### src/rtl/spi_master.sv
// ============================================================================
//  Module      : spi_master
//  Description : SPI mode-0 master, 8-bit frames, CLK_DIV clk cycles per
//                SCLK half-period. Define SPI_MASTER_LSB_FIRST_EN for
//                LSB-first bit order.
//  Revision    : 1.0 - initial release
// ============================================================================
`default_nettype none
`timescale 1ns/1ps

module spi_master #(
    parameter int CLK_DIV = 4
) (
    input  logic       clk,
    input  logic       rst,
    input  logic       start,
    input  logic [7:0] tx_data,
    output logic       ready,
    output logic       done,
    output logic [7:0] rx_data,
    output logic       SCLK,
    output logic       ss_n,
    output logic       MOSI,
    input  logic       MISO
);

    localparam int                 c_CNT_W = $clog2(CLK_DIV + 1);
    localparam logic [c_CNT_W-1:0] c_LAST  = c_CNT_W'(CLK_DIV - 1);

    typedef enum logic [1:0] {
        IDLE = 2'd0,
        CP0  = 2'd1,
        CP1  = 2'd2,
        DONE = 2'd3
    } state_t;

    state_t             r_state;
    logic [c_CNT_W-1:0] r_half_cnt;
    logic [2:0]         r_bit_cnt;
    logic [7:0]         r_tx_sr;
    logic [7:0]         r_rx_sr;

    logic               w_first_bit;
    logic               w_next_bit;
    logic [7:0]         w_tx_shift;
    logic [7:0]         w_rx_shift;

    // Bit order only changes which end of the shift registers is used.
`ifdef SPI_MASTER_LSB_FIRST_EN
    assign w_first_bit = tx_data[0];
    assign w_next_bit  = r_tx_sr[1];
    assign w_tx_shift  = {1'b0, r_tx_sr[7:1]};
    assign w_rx_shift  = {MISO, r_rx_sr[7:1]};
`else
    assign w_first_bit = tx_data[7];
    assign w_next_bit  = r_tx_sr[6];
    assign w_tx_shift  = {r_tx_sr[6:0], 1'b0};
    assign w_rx_shift  = {r_rx_sr[6:0], MISO};
`endif

    always_ff @(posedge clk) begin
        if (rst) begin
            r_state    <= IDLE;
            r_half_cnt <= '0;
            r_bit_cnt  <= 3'd0;
            r_tx_sr    <= 8'h00;
            r_rx_sr    <= 8'h00;
            ready      <= 1'b1;
            done       <= 1'b0;
            rx_data    <= 8'h00;
            SCLK       <= 1'b0;
            ss_n       <= 1'b1;
            MOSI       <= 1'b0;
        end else begin
            case (r_state)
                IDLE: begin
                    done <= 1'b0;
                    if (start) begin
                        r_tx_sr    <= tx_data;
                        r_rx_sr    <= 8'h00;
                        r_bit_cnt  <= 3'd0;
                        r_half_cnt <= '0;
                        MOSI       <= w_first_bit;
                        ss_n       <= 1'b0;
                        ready      <= 1'b0;
                        r_state    <= CP0;
                    end
                end
                CP0: begin
                    if (r_half_cnt == c_LAST) begin
                        // Sample MISO on the edge that raises SCLK.
                        r_half_cnt <= '0;
                        r_rx_sr    <= w_rx_shift;
                        SCLK       <= 1'b1;
                        r_state    <= CP1;
                    end else begin
                        r_half_cnt <= r_half_cnt + c_CNT_W'(1);
                    end
                end
                CP1: begin
                    if (r_half_cnt == c_LAST) begin
                        r_half_cnt <= '0;
                        SCLK       <= 1'b0;
                        if (r_bit_cnt == 3'd7) begin
                            ss_n    <= 1'b1;
                            MOSI    <= 1'b0;
                            done    <= 1'b1;
                            rx_data <= r_rx_sr;
                            r_state <= DONE;
                        end else begin
                            r_bit_cnt <= r_bit_cnt + 3'd1;
                            r_tx_sr   <= w_tx_shift;
                            MOSI      <= w_next_bit;
                            r_state   <= CP0;
                        end
                    end else begin
                        r_half_cnt <= r_half_cnt + c_CNT_W'(1);
                    end
                end
                DONE: begin
                    done    <= 1'b0;
                    ready   <= 1'b1;
                    r_state <= IDLE;
                end
                default: begin
                    r_state <= IDLE;
                end
            endcase
        end
    end

endmodule

`default_nettype wire

### config.mk
export PLATFORM = sky130hd
export DESIGN_NAME = spi_master
export DESIGN_NICKNAME = d
export VERILOG_FILES = /design/src/rtl/spi_master.sv
export SDC_FILE = /design/constraint.sdc
export NUM_CORES = 1
export LEC_CHECK = 0
export CAP_MARGIN = 20
export CORE_AREA = 2 2 73 58
export CTS_CLUSTER_SIZE = 20
export DETAILED_ROUTE_END_ITERATION = 8
export DIE_AREA = 0 0 75 60
export GPL_TIMING_DRIVEN = 0
export PLACE_DENSITY_LB_ADDON = 0.1
export REMOVE_ABC_BUFFERS = 1
export SLEW_MARGIN = 20
export SYNTH_ARGS = -nofsm -noshare
export SYNTH_HDL_FRONTEND = slang
export SYNTH_SLANG_ARGS = --single-unit
### constraint.sdc
create_clock -name clk -period 4 [get_ports clk]
set_clock_uncertainty 0.05 [all_clocks]
set_input_delay 1.2 -clock clk [delete_from_list [all_inputs] [get_ports clk]]
set_output_delay 1.2 -clock clk [all_outputs]
set_load 0.05 [all_outputs]
Yosys cells after proc, flatten, opt, wreduce, memory -nomap -nowiden
Index checks and enable logic that the tools add are counted.
- add/subtract/negate cells: 2
- equal/unequal tests: 10
- mux-type cells: 31
- reductions and logical operators: 19
- operators with widths (kind ; number):
    $mux W7 ; 3
    $reduce_and A3 Y1 ; 6
    $mux W8 ; 2
    $pmux W8 S2 ; 1
    $pmux W7 S2 ; 1
    $mux W3 ; 4
    $pmux W3 S2 ; 2
    $reduce_bool A2 Y1 ; 6
    $ne A2 B2 Y1 const B ; 5
    $pmux W1 S2 ; 5
    $mux W1 ; 8
    $mux W2 ; 4
    $pmux W2 S4 ; 1
    $reduce_and A4 Y1 ; 2
    $add A3 B1 Y3 const B ; 2
    $eq A2 B2 Y1 const B ; 2
    $reduce_and A2 Y1 ; 2
    $reduce_or A2 Y1 ; 2
    $eq A3 B2 Y1 const B ; 1
    $eq A3 B3 Y1 const B ; 1
    $eq A2 B1 Y1 const B ; 1
    $logic_not A2 Y1 ; 1
- bits in registers: 36
- input bits: 12
- output and inout port bits: 13
- word-level logic and storage cells: 73

Depth between registers and ports, before layout
Gate-level depths: netlist of the first run.
- word-level depth: 4
- mapped depth: 8
- gate-level depth less buffers: 6

Worst setup path before layout of the first run
No wires, ideal clock.
- path kind: input to register
- from: in start
- to: reg r_tx_sr[5]
- setup time: 79 ps
- arrival: 2033 ps
- data required time: 3871 ps
- slack: 1838 ps
- stages on the path: 5
- path through: mux2i_1 -> a221oi_4 -> buf_6 -> nor2_1 -> a211oi_2
- cells in the longest elaborated chain, start to end: 2
- ends and longest elaborated chain (item ; RTL line ; RTL):
    start, declared ; 16 ; input logic start,
    $ne A2 B2 Y1 (no line) ; - ;
    $reduce_and A4 Y1 (no line) ; - ;
    end signal, assigned ; 79 ; r_tx_sr <= tx_data;
    end signal, assigned ; 112 ; r_tx_sr <= w_tx_shift;
    end, declared ; 40 ; logic [7:0] r_tx_sr;
Every way passes these cells.
A chain may end at the register's enable or synchronous reset.

Worst setup path in the final report of the first run
- from: in start
- to: reg r_tx_sr[0]
The elaborated chain is that of the path after synthesis.

==> flow_metrics.tcl, run 1 <==
set metrics [dict create \
    clock_insertion_delay_worst_skew_ns 0.28 \
    detailroute.via_count 1304 \
    final_antenna_net_count 0 \
    final_layout_setup_total_negative_slack_ns 0 \
    vdd.ir_drop.worst_mv 0.2958 \
    htreeDepth 2 \
    hpwlAfterDp_um 2154 \
    placed_cells 247 \
    final-hold-violation-count 0 \
    clkPwrFrac_pct 24.7 \
    multi_input_comb_area_um2 815.8 \
    timing.rr.end "r_tx_sr[0]" \
    rr_startpoint "r_state[0]" \
    cts.sink_count 36 \
    port_buffers 24 \
    status "finished clean" \
    io_pins 25 \
    critPathRequiredTime_ns 4.10 \
    netlist_instances 178 \
    share_of_final_layout_standard_cells_stronger_than_drive_strength_1_pct 6.000 \
    combPwrFrac_pct 38.9 \
    p_sw_share_pct 37.15 \
    most_numerous_cell_types_in_the_synthesized_netlist "sky130_fd_sc_hd__dfxtp_1 (36), sky130_fd_sc_hd__nor2_1 (28), sky130_fd_sc_hd__nand2_1 (18)" \
    gpl.final_weighted_congestion 0.7522 \
    core_region_area_mm2 0.003829 \
    postSynthAreaPerCell_um2 9.011 \
    main_synth_ff_type "sky130_fd_sc_hd__dfxtp_1" \
    hold_path.startpoint "rx_data[4]" \
    worst_setup_hold_path_clk_slew_ns 0.07 \
    cts_setup_buffers 0 \
    switching_power_uw 471.9 \
    synth_edf_count 0 \
    min_path_type "reg -> reg" \
    critPathLaunchType "input port" \
    cp_max_fo 19 \
    finalHoldWorstSlack_ns 0.4063 \
    diodes 0 \
    die_y_um 60 \
    rsz0062_at_grt "false" \
    setup_violations 0 \
    share_of_the_synthesized_area_in_the_top_cell_type_pct 44.93 \
    postCtsHoldBufs 0 \
    final.min_clock_period_ns 2.747 \
    via_count_of_the_first_global_routing_pass 1259 \
    fillerInstances 353 \
    drtIter0Drc 104 \
    final_net_count 221 \
    maximum_number_of_pins_on_one_net_before_global_route_repair 38 \
    synth.top_cells.by_area "sky130_fd_sc_hd__dfxtp_1 (45%), sky130_fd_sc_hd__ha_1 (7.8%), sky130_fd_sc_hd__nor2_1 (6.6%), sky130_fd_sc_hd__mux2i_1 (5.6%), sky130_fd_sc_hd__a21oi_1 (5.0%)" \
    pwr-share-seq_pct 36.5 \
    max_freq_mhz 364.0 \
    final_area_mm2 0.001971 \
    powerDensity_mw_per_mm2 644.5 \
    drc_errors 0 \
    max-slew-margin-rel_pct 41.74 \
    ys_seq_elements 36 \
    final_clock_period_utilization_by_the_worst_path_pct 68.68 \
    crit_path_start "start" \
    grt_first_pass_wirelength_um 5382 \
    worst_r2r_path_depth 5 \
    cellLeakagePower_uw 0.0007184 \
    globalRouteTotalUtil_pct 15.81 \
    worst-endpoint-arrival_ns 2.84 \
    finalNonFillerCells 255 \
    timing_worst_slew_pin_value_ns 0.8739 \
    mean_number_of_vias_per_cell 5.114 \
    critPathCapture "r_tx_sr[0]" \
    clock_path_buffers 2 \
    cts_tree "yes" \
    overflow 0 \
    postPlaceCellArea_mm2 0.001859 \
    synth.largest_area_cell "sky130_fd_sc_hd__dfxtp_1" \
    rrSetupSlack_ns 1.67 \
    synth_cell_types 29 \
    floorplan.die_area_mm2 0.004500 \
    fin_total_pwr_uw 1270 \
    synth-seq-area-share_pct 44.93 \
    end_kind "flop" \
    die_width_um 75 \
    most_repeated_cell_in_the_gate_level_netlist_after_synthesis "sky130_fd_sc_hd__dfxtp_1" \
    clock_tree.root_cell "sky130_fd_sc_hd__clkbuf_8" \
    drt_pre_antenna_iters 4 \
    row_count 20 \
    post_cts_resize_count 0 \
    p_int_uw 798.2 \
    syn-cell-area_mm2 0.001604 \
    finalMaxSlewViolations 0 \
    wl_per_cell_um 12.20 \
    cts-buffers-inserted 5 \
    area_delta_synth_final_pct 22.85 \
    postSynth.asyncResetShare_pct 0 \
    initial_core_util_pct 41.90 \
    timing.setup.critical_path_class "in -> reg" \
    maxCapViolations 0 \
    ys.warnings.count 0 \
    ff_latch_area_um2 720.7 \
    postRouteWirelength_um 3112 \
    antenna_found_initial 0 \
]
==> layout by cell type (no fill, tap or decap), drive strengths merged, types with 2 or more instances in the layout <==
cell / netlist / layout
inv: 5 / 5
ha: 10 / 10
clkdlybuf4s50: 0 / 23
nand3: 4 / 4
nand2: 18 / 18
a311oi: 2 / 2
a32oi: 2 / 2
nor2: 28 / 28
a22oi: 8 / 8
nor2b: 3 / 3
clkbuf: 6 / 5
dfxtp: 36 / 36
a211oi: 9 / 9
mux2i: 9 / 9
a21oi: 16 / 16
nand2b: 6 / 6
a221oi: 3 / 3
==> stage by stage <==
stage / utilization, % / setup WS (ns)
2_1_floorplan: - / 1.766
3_3_place_gp: 48.69 / 0.9678
3_5_place_dp: 48.56 / 0.9506
4_1_cts: 51.47 / 1.246
5_1_grt: 51.47 / 1.135
6_report: 51.47 / 1.253
==> flip-flops by register name (all words and copies together), names as in the netlist <==
name and cells:
rx_data 8, done 1, r_state 2, r_tx_sr 7, r_half_cnt 3, SCLK 1
r_rx_sr 8, MOSI 1, r_bit_cnt 3, ready 1, ss_n 1
==> how the worst min path moves through the flow <==
stage                             to  slack, ns  cells after the start
after CTS                 rx_data[4]       0.41                      2
final                     rx_data[4]       0.41                      2
after global routing      rx_data[3]       0.43                      2
after detailed placement  rx_data[4]       0.40                      2
after floorplan           rx_data[7]       0.38                      2
after global placement    rx_data[3]       0.40                      2
==> logic make-up (layout without fill, tap and decap cells) <==
group	count (synthesis)	count (layout)	share of synthesized area (%)
fa+ha+maj	10	10	7.800
simple gates	65	65	17.94
mux	9	9	5.616
buf+inv	15	37	4.212
compound gates	43	43	19.50
flops	36	36	44.93
==> routing by layer <==
layer / wire [um] / GRT usage (%) / vias up
li1: - / - / 662
met1: 1539 / 20.12 / 621
met2: 1463 / 25.69 / 19
met3: 90 / 4.553 / 2
met4: 18 / 5.357 / 0
met5: 0 / 0 / -
==> area by class of cell <==
cell class	instances	share of cell area (%)
clock buffers	5	3.492
repair buffers	24	11.94
well taps	55	3.492
multi-input cells	127	41.40
inverters	5	0.9524
flip-flops and latches	36	36.57
clock inverters	3	2.159
==> critical path: stages <==
cell and delay, ns:
sky130_fd_sc_hd__clkdlybuf4s50_1 0.55, sky130_fd_sc_hd__mux2i_1 0.16, sky130_fd_sc_hd__a221oi_4 0.62, sky130_fd_sc_hd__mux2i_1 0.27, sky130_fd_sc_hd__nor2_1 0.05
==> power by group through the flow <==
stage	Sequential, uW	Combinational, uW	Clock (uW)
global placement	467	484	0
global route	470	544	340
finish	463	494	313
detailed placement	470	492	0
CTS	462	494	322
floorplan	522	318	0
Note: power is estimated with default switching activity, not from simulation.
==> inputs of run 2 (changes only) <==
clock period = 2.51 ns   (was 4 ns; I/O delays follow)
==> run 2 against run 1 <==
Clock power rose by 59%. Clock-buffer cell count unchanged. Combinational power increased by 59%. Non-clock buffer count is the same. Global-route usage unchanged. Critical path depth is the same. Sequential share of layout area hardly changed. Register-to-register slack got worse by 1.3 ns. Cell count unchanged. Sequential power rose by 59%. Hold slack barely moved. Critical endpoint unchanged. Highest routed layer unchanged.
==> flow_metrics.tcl, run 2 (synthesis gave the netlist of run 1 again) <==
set metrics [dict create \
    core_region_area_mm2 0.003829 \
    max-slew-margin-rel_pct 49.92 \
    rsz0062_at_grt "false" \
    switching_power_uw 750.0 \
    critPathRequiredTime_ns 2.61 \
    timing.setup.critical_path_class "in -> reg" \
    p_int_uw 1273 \
    combPwrFrac_pct 38.9 \
    p_sw_share_pct 37.07 \
    grt_first_pass_wirelength_um 5382 \
    io_pins 25 \
    gpl.final_weighted_congestion 0.7522 \
    hpwlAfterDp_um 2154 \
    cts-buffers-inserted 5 \
    clock_path_buffers 2 \
    final-hold-violation-count 0 \
    row_count 20 \
    use_met2_pct 25.69 \
    cellLeakagePower_uw 0.0007167 \
    detailroute.via_count 1318 \
    globalRouteTotalUtil_pct 15.81 \
    final_util_pct 51.54 \
    final_layout_setup_total_negative_slack_ns 0 \
    finalMaxSlewViolations 0 \
    cts_tree "yes" \
    htreeDepth 2 \
    cp_max_fo 19 \
    mean_number_of_vias_per_cell 5.169 \
    final_net_count 221 \
    final_antenna_net_count 0 \
    maximum_number_of_pins_on_one_net_before_global_route_repair 38 \
    diodes 0 \
    worst_setup_hold_path_clk_slew_ns 0.07 \
    powerDensity_mw_per_mm2 1025 \
    cts_setup_buffers 0 \
    reg.largest.list "r_rx_sr (8), rx_data (8), r_tx_sr (7)" \
    wl_per_cell_um 12.19 \
    max_freq_mhz 434.6 \
    initial_core_util_pct 41.90 \
    finalHoldWorstSlack_ns 0.4063 \
    vdd.ir_drop.worst_mv 0.4715 \
    pwr-share-seq_pct 36.4 \
    timing_worst_slew_pin_value_ns 0.7511 \
    critPathLaunchType "input port" \
    clkPwrFrac_pct 24.6 \
    final.min_clock_period_ns 2.301 \
    global_route.peak_usage_layer "met2" \
    clock_insertion_delay_worst_skew_ns 0.28 \
    end_kind "flop" \
    cts.sink_count 36 \
    postRouteWirelength_um 3108 \
    final_clock_period_utilization_by_the_worst_path_pct 91.68 \
    port_buffers 24 \
    antenna_found_initial 0 \
    die_width_um 75 \
    maxCapViolations 0 \
    min_path_type "reg -> reg" \
    drtIter0Drc 104 \
    setup_violations 0 \
    drt_pre_antenna_iters 4 \
    layout.cells.most_common "sky130_fd_sc_hd__dfxtp_1" \
    layout.cells.most_common_list "sky130_fd_sc_hd__dfxtp_1 (36), sky130_fd_sc_hd__nor2_1 (28), sky130_fd_sc_hd__clkdlybuf4s50_1 (23)" \
    groute.layer.met3.usage_pct 4.553 \
    status "finished clean" \
    clock_tree.root_cell "sky130_fd_sc_hd__clkbuf_8" \
    drc_errors 0 \
    area_delta_synth_final_pct 23.01 \
    worst-endpoint-arrival_ns 2.40 \
    share_of_final_layout_standard_cells_stronger_than_drive_strength_1_pct 6.500 \
    die_y_um 60 \
    globalRouteMet1Util_pct 20.12 \
    floorplan.die_area_mm2 0.004500 \
    via_count_of_the_first_global_routing_pass 1259 \
    overflow 0 \
]
run 2: critical path, cell delays in order:
cell and delay, ns:
sky130_fd_sc_hd__clkdlybuf4s50_1 0.55, sky130_fd_sc_hd__mux2i_1 0.16, sky130_fd_sc_hd__a221oi_4 0.62, sky130_fd_sc_hd__mux2i_1 0.27, sky130_fd_sc_hd__nor2_1 0.05
run 2: metal layers:
layer	part of all wire, %	vias to the layer above
met1	49	633
met3	3.0	2
li1	-	662
met4	0.58	0
met5	0	-
met2	47	21
run 2: final cells by class:
| class | count | area [um^2] |
|---|---|---|
| Timing Repair Buffer | 24 | 235.2 |
| Inverter | 5 | 18.77 |
| Fill cell | 352 | 1856 |
| Multi-Input combinational cell | 127 | 818.3 |
| Clock buffer | 5 | 68.82 |
| Tap cell | 55 | 68.82 |
| Sequential cell | 36 | 720.7 |
| Clock inverter | 3 | 42.54 |
run 2: final timing paths:
| kind | start | endpoint | slack [ns] | depth (start not counted) |
|---|---|---|---|---|
| min reg2reg | rx_data[4] | rx_data[4] | 0.41 | 2 |
| max | start | r_tx_sr[0] | 0.21 | 5 |
| max reg2reg | r_state[0] | r_tx_sr[0] | 0.33 | 6 |
| min | rx_data[4] | rx_data[4] | 0.41 | 2 |
run 2: power by group through the flow:
stage	registers (uW)	clock network (uW)	logic [uW]
floorplan	832	0	507
global placement	744	0	771
detailed placement	749	0	784
CTS	737	513	787
global route	750	542	869
finish	737	499	787
run 2: per-stage QoR:
step           power [uW]  setup WS (ns)  cell area (um^2)  cells
2_1_floorplan        1339         0.5411              1555    168
3_3_place_gp         1515       -0.07519              1864    247
3_5_place_dp         1533       -0.09243              1859    247
4_1_cts              2037         0.1491              1971    255
5_1_grt              2160        0.09158              1973    255
6_report             2023         0.2088              1973    255
run 2: repair_timing:
action / 4_1_cts / 5_1_grt
hold buffers: 0 / 0
hold endpoints to repair: 0 / 0
endpoints found under the setup margin: 0 / 6
resized for setup: 0 / 1
